### src/rtl/twid_descale.sv
// -----------------------------------------------------------------------------
// twid_descale
//
// Output-side requantizer for the merged DIT radix-4 butterfly. Removes the
// 2^SHIFT twiddle gain from wide complex products with round-half-up, then
// saturates to OUT_WIDTH. The stages are:
//   S1 registers the input,
//   S2 rounds and shifts,
//   S3 clamps and drives the outputs.
// All three stages move together under a single global enable. A sticky
// 16-bit counter tracks how many saturated samples were taken downstream.
//
// Ports
//   clk, rst_n            clock, asynchronous active-low reset
//   in_valid / in_ready   input handshake (in_ready is combinational)
//   in_r, in_i            signed IN_W-bit product, real / imaginary
//   out_valid / out_ready output handshake
//   out_r, out_i          signed OUT_WIDTH-bit rounded, saturated result
//   out_sat               either component of the presented sample clamped
//   sat_count             saturated samples accepted downstream (sticky max)
//   clr_count             synchronous clear of sat_count (wins over increment)
// -----------------------------------------------------------------------------
module twid_descale #(
  parameter int DATA_WIDTH = 21,
  parameter int TWID_WIDTH = 16,
  parameter int SHIFT      = 15,
  parameter int OUT_WIDTH  = 22,
  localparam int IN_W      = DATA_WIDTH + TWID_WIDTH + 1
) (
  input  logic                        clk,
  input  logic                        rst_n,
  input  logic                        in_valid,
  output logic                        in_ready,
  input  logic signed [IN_W-1:0]      in_r,
  input  logic signed [IN_W-1:0]      in_i,
  output logic                        out_valid,
  input  logic                        out_ready,
  output logic signed [OUT_WIDTH-1:0] out_r,
  output logic signed [OUT_WIDTH-1:0] out_i,
  output logic                        out_sat,
  output logic [15:0]                 sat_count,
  input  logic                        clr_count
);

  // One guard bit keeps the rounding add from wrapping at the positive limit.
  localparam int SUM_W = IN_W + 1;
  localparam int SH_W  = SUM_W - SHIFT;
  localparam int CW    = (SH_W > OUT_WIDTH) ? SH_W : OUT_WIDTH;

  localparam logic signed [SUM_W-1:0] RND   = SUM_W'(64'd1 << (SHIFT - 1));
  localparam logic signed [CW-1:0]    MAX_C = CW'((64'sd1 <<< (OUT_WIDTH - 1)) - 64'sd1);
  localparam logic signed [CW-1:0]    MIN_C = CW'(-(64'sd1 <<< (OUT_WIDTH - 1)));

  typedef struct packed {
    logic                 sat;
    logic [OUT_WIDTH-1:0] val;
  } clamp_t;

  // Round half-up: add 2^(SHIFT-1), then floor via arithmetic shift.
  // For example, -3.5 becomes -3.
  function automatic logic signed [SH_W-1:0] round_shift(input logic signed [IN_W-1:0] x);
    logic signed [SUM_W-1:0] s;
    s = $signed({x[IN_W-1], x}) + RND;
    s = s >>> SHIFT;
    return s[SH_W-1:0];
  endfunction

  function automatic clamp_t clamp(input logic signed [SH_W-1:0] v);
    logic signed [CW-1:0] w;
    clamp_t               c;
    w     = CW'(v);
    c.sat = 1'b0;
    c.val = w[OUT_WIDTH-1:0];
    if (w > MAX_C) begin
      c.sat = 1'b1;
      c.val = MAX_C[OUT_WIDTH-1:0];
    end else if (w < MIN_C) begin
      c.sat = 1'b1;
      c.val = MIN_C[OUT_WIDTH-1:0];
    end
    return c;
  endfunction

  // Stage registers
  logic                        v1_q, v1_d;
  logic signed [IN_W-1:0]      r1_q, r1_d, i1_q, i1_d;
  logic                        v2_q, v2_d;
  logic signed [SH_W-1:0]      r2_q, r2_d, i2_q, i2_d;
  logic                        v3_q, v3_d;
  logic signed [OUT_WIDTH-1:0] r3_q, r3_d, i3_q, i3_d;
  logic                        sat3_q, sat3_d;
  logic [15:0]                 cnt_q, cnt_d;

  logic   en;
  clamp_t c_r, c_i;

  // A single enable keeps the stages in lockstep. A stall freezes the whole
  // pipe, so the output stays stable and nothing is dropped.
  assign en       = !v3_q || out_ready;
  assign in_ready = en;

  assign c_r = clamp(r2_q);
  assign c_i = clamp(i2_q);

  // NOTE: every always_comb output gets a default first, so no path can
  // leave it unassigned and infer a latch.
  always_comb begin
    v1_d   = v1_q;
    r1_d   = r1_q;
    i1_d   = i1_q;
    v2_d   = v2_q;
    r2_d   = r2_q;
    i2_d   = i2_q;
    v3_d   = v3_q;
    r3_d   = r3_q;
    i3_d   = i3_q;
    sat3_d = sat3_q;
    if (en) begin
      v1_d   = in_valid;
      r1_d   = in_r;
      i1_d   = in_i;
      v2_d   = v1_q;
      r2_d   = round_shift(r1_q);
      i2_d   = round_shift(i1_q);
      v3_d   = v2_q;
      r3_d   = $signed(c_r.val);
      i3_d   = $signed(c_i.val);
      sat3_d = c_r.sat | c_i.sat;
    end
  end

  // Count whole samples, not components. The count sticks at all-ones, and a
  // clear takes priority over a simultaneous increment.
  always_comb begin
    cnt_d = cnt_q;
    if (clr_count) begin
      cnt_d = '0;
    end else if (v3_q && out_ready && sat3_q && (cnt_q != 16'hFFFF)) begin
      cnt_d = cnt_q + 16'd1;
    end
  end

  // NOTE: sequential state uses non-blocking assignments only, so every
  // register samples the pre-edge value of the others.
  // NOTE: the data registers are reset as well as the valids, so the outputs
  // read zero straight out of reset instead of stale or X data.
  always_ff @(posedge clk or negedge rst_n) begin
    if (!rst_n) begin
      v1_q   <= 1'b0;
      r1_q   <= '0;
      i1_q   <= '0;
      v2_q   <= 1'b0;
      r2_q   <= '0;
      i2_q   <= '0;
      v3_q   <= 1'b0;
      r3_q   <= '0;
      i3_q   <= '0;
      sat3_q <= 1'b0;
      cnt_q  <= '0;
    end else begin
      v1_q   <= v1_d;
      r1_q   <= r1_d;
      i1_q   <= i1_d;
      v2_q   <= v2_d;
      r2_q   <= r2_d;
      i2_q   <= i2_d;
      v3_q   <= v3_d;
      r3_q   <= r3_d;
      i3_q   <= i3_d;
      sat3_q <= sat3_d;
      cnt_q  <= cnt_d;
    end
  end

  assign out_valid = v3_q;
  assign out_r     = r3_q;
  assign out_i     = i3_q;
  assign out_sat   = sat3_q;
  assign sat_count = cnt_q;

endmodule

### config.mk
export PLATFORM = sky130hd
export DESIGN_NAME = twid_descale
export DESIGN_NICKNAME = d
export VERILOG_FILES = /design/src/rtl/twid_descale.sv
export SDC_FILE = /design/constraint.sdc
export NUM_CORES = 1
export LEC_CHECK = 0
export BUFFER_PORTS_ARGS = -buffer_cell sky130_fd_sc_hd__buf_4
export CAP_MARGIN = 25
export CORE_MARGIN = 1.5
export CORE_UTILIZATION = 30
export DETAILED_ROUTE_END_ITERATION = 6
export SLEW_MARGIN = 15
export SYNTH_ARGS = -nofsm -noshare
export SYNTH_HDL_FRONTEND = slang
export SYNTH_SLANG_ARGS = --single-unit
### constraint.sdc
create_clock -name clk -period 2.15 [get_ports clk]
set_input_delay 0.215 -clock clk [delete_from_list [all_inputs] [get_ports clk]]
set_output_delay 0.215 -clock clk [all_outputs]
set_load 0.1 [all_outputs]
==> impl_metrics.ini <==
[run_status]
outcome = finished clean

[pwr]
cellLeakagePower_nw = 4.152
power_per_cell_area_mw_per_mm2 = 1503
total_power_w = 0.01436
vdd.ir_drop.worst_v = 0.0007170

[sta]
report.final.slew_viol_count = 0
setup_viol_count_final = 0
fmax_ghz = 0.5028
max-slew-margin-rel = 0.5539
setup_total_negative_slack_ps = 0
period_utilization = 0.9251
worst_clk_skew_ps = 12.20
rsz0062_at_grt = no
layout_min_cycle_time_ps = 1989
worst-slew-pin-transition_ps = 669.1
finalHoldViolations = 0

[critical_path]
crit_buf_inv = 3
critical_path_arrival_ps = 1770
cp_slowest_stage_delay_ps = 430
setup.worst_path.end_class = output port
nature_of_the_critical_path_startpoint = flop
worst_path_dominant_cell_family = buffers and inverters
critPathSlowestCell = sky130_fd_sc_hd__dfrtp_2
path_class = reg -> out
maximum_fanout_count_along_the_critical_path = 84
crit_path_required_time_ps = 1930
timing.critical_path.cells = nor2b_4 > clkinv_2 > buf_12 > buf_4

[synth]
synthDominantCellAreaShare = 0.5557
yosys_warnings = 0
synth_area_leaders = sky130_fd_sc_hd__dfrtp_1 (56%), sky130_fd_sc_hd__nand2_1 (13%), sky130_fd_sc_hd__o21ai_0 (7.9%)
synth_seq_area_share = 0.5557
post_synth_instance_area_mm2 = 0.007206
number_of_enable_flip_flop_cells_after_synthesis = 0
post_synth_most_frequent_cells = sky130_fd_sc_hd__nand2_1 (240), sky130_fd_sc_hd__dfrtp_1 (160), sky130_fd_sc_hd__o21ai_0 (114), sky130_fd_sc_hd__nor2_1 (48), sky130_fd_sc_hd__clkbuf_1 (39)
synth_most_common_cell = sky130_fd_sc_hd__nand2_1
cell_type_with_the_highest_aggregate_area_in_the_netlist = sky130_fd_sc_hd__dfrtp_1
leading_register_cell_type_out_of_synthesis = sky130_fd_sc_hd__dfrtp_1
post_synthesis_cell_count = 809
syn_avg_cell_area_um2 = 8.907
synth-seq-cells = 160
synthDistinctLibCells = 35
syn-num-nets = 893
async_flop_share = 1.000

[floorplanning]
floorplan.die_area_mm2 = 0.02496
die_height_um = 158.0
dieWidth_um = 158.0
std_cell_rows = 56
io_pins = 144
floorplan.initialDensity = 0.3061
floorplan.core_area_mm2 = 0.02354

[final_layout]
finish.net_count = 1043
layout-area-overhead-vs-synth_pct = 32.66
n_antenna_cell = 0
post_route_cells_drive_above_1_share = 0.1965

[detailed_routing]
routed_wirelength_um = 17160
detail_route.drc_violations = 0
dr.pass1.iters = 4
drt.antenna.violating_nets = 0
route.vias.total = 6006
post_drt_via_cell_ratio = 4.652
drt_iter0_markers = 254
wl_per_cell_um = 13.29

[global_routing]
gr-total-overflow = 0
grt_start_max_net_pins = 164
grt_pass1_wl_um = 28930
first_global_vias = 5717
grt_usage = 0.1467
antenna_found_initial = 0

[hold_path]
holdCritPathClass = in -> reg

[clock_tree]
clk_pin_slew_worst_paths_ps = 70
cts.path.max_buffers = 2
cts_tree = yes
clk-insertion-delay-late_ps = 430
cts.root.buffer_cell = sky130_fd_sc_hd__clkbuf_16
post-cts-setup-buffers = 0
clock-sinks = 160
clock_tree.htree_level_count = 4
cts_inserted_buffers = 17

[place]
globalplace.congestion = 0.7786
post-dp-hpwl_um = 11650
port_buffers = 115

[flow_run]
max-cap-violations = 0
==> logic make-up (layout without fill, tap and decap cells) <==
logic type / count (synthesis) / in the layout / synth area share
XOR/XNOR: 26 / 26 / 0.03160
AO/OA/AOI/OAI: 166 / 166 / 0.1264
adder cells (fa/ha/maj): 3 / 3 / 0.005210
multiplexers: 2 / 2 / 0.003125
flip-flops: 160 / 160 / 0.5557
AND/OR/NAND/NOR: 395 / 395 / 0.2469
buffers and inverters: 57 / 220 / 0.03108
==> report_power, final <==
group,total (W),internal [W],switching [W]
combinational,0.00644,0.00148,0.00496
clock,0.00315,0.00186,0.00129
sequential,0.00477,0.00405,0.000726
total,0.0144,0.00738,0.00698
==> registers in the layout (all words and copies together), names as in the netlist <==
name,count
i1_q,24
i2_q,24
r1_q,24
r2_q,24
out_i,22
out_r,22
sat_count,16
out_sat,1
out_valid,1
v1_q,1
v2_q,1
==> through the flow <==
step	area, um2	setup WS, ps	hold WS (ps)	utilization	std cells
floorplan	7231	30.18	-80.59	-	809
global placement	8504	171.7	191.6	0.3612	1215
detailed placement	8512	139.6	197.5	0.3616	1216
CTS	9555	100.8	2.040	0.4059	1291
global route	9559	33.70	0.7060	0.4060	1291
finish	9559	161.1	18.28	0.4060	1291
==> cell type report <==
type	count	area, um2
fillers	2426	13980
flip-flops and latches	160	4025
multi-input cells	592	2989
repair buffers	177	1490
clock buffers	19	432.9
well taps	319	399.1
clock inverters	13	180.2
inverters	11	42.54
==> timing repair <==
action / CTS / global route
hold endpoints to repair: 87 / 0
hold buffers: 43 / 0
resized for setup: 0 / 1
endpoints found under the setup margin: 0 / 1
==> cells in the final DEF, fill, tap and decap left out, types with 3 or more instances in the layout <==
cell type                       Yosys  final
sky130_fd_sc_hd__a21oi_1           14     14
sky130_fd_sc_hd__a31oi_1           17     17
sky130_fd_sc_hd__and3_1             5      5
sky130_fd_sc_hd__and4_1             6      6
sky130_fd_sc_hd__buf_12             0      4
sky130_fd_sc_hd__buf_4              0    129
sky130_fd_sc_hd__bufinv_16          0      3
sky130_fd_sc_hd__clkbuf_16          0     17
sky130_fd_sc_hd__clkinv_4           0      3
sky130_fd_sc_hd__dfrtp_1          160    143
sky130_fd_sc_hd__dfrtp_2            0     17
sky130_fd_sc_hd__dlygate4sd3_1      0     43
sky130_fd_sc_hd__ha_1               3      3
sky130_fd_sc_hd__inv_1             11     10
sky130_fd_sc_hd__inv_6              0      4
sky130_fd_sc_hd__nand2_1          240    240
sky130_fd_sc_hd__nand3_1           21     21
sky130_fd_sc_hd__nand4_1           16     16
sky130_fd_sc_hd__nor2_1            48     48
sky130_fd_sc_hd__nor3_1             8      8
sky130_fd_sc_hd__nor4_1             4      4
sky130_fd_sc_hd__o21ai_0          114    114
sky130_fd_sc_hd__o31ai_1           15     15
sky130_fd_sc_hd__or3_1             20     20
sky130_fd_sc_hd__or4_1             17     16
sky130_fd_sc_hd__xnor2_1           18     18
sky130_fd_sc_hd__xor2_1             8      8
==> worst register-to-register path, stage by stage (launching register included) <==
cell and delay (ps):
sky130_fd_sc_hd__dfrtp_1 450, sky130_fd_sc_hd__nand4_2 190, sky130_fd_sc_hd__or4_1 660, sky130_fd_sc_hd__or4_1 430, sky130_fd_sc_hd__a31oi_1 160
==> path summary, 6_finish.rpt <==
path / start / end / slack [ps] / cells after the start
min: in_r[27] / r1_q[27] / 20 / 3
max in group asynchronous: rst_n / out_i[19] / 1220 / 3
min reg2reg: v2_q / out_valid / 460 / 1
max reg2reg: i1_q[17] / i2_q[22] / 160 / 4
min in group asynchronous: rst_n / i1_q[17] / 290 / 2
max: out_valid / in_ready / 160 / 4
==> metal layers <==
| metal | vias to the layer above | wire [um] | track usage |
|---|---|---|---|
| li1 | 3081 | - | - |
| met1 | 2815 | 7900 | 0.1893 |
| met2 | 91 | 8412 | 0.2442 |
| met3 | 19 | 554 | 0.03066 |
| met4 | 0 | 289 | 0.05073 |
| met5 | - | 0 | 0 |
Note: power is estimated with default switching activity, not from simulation.
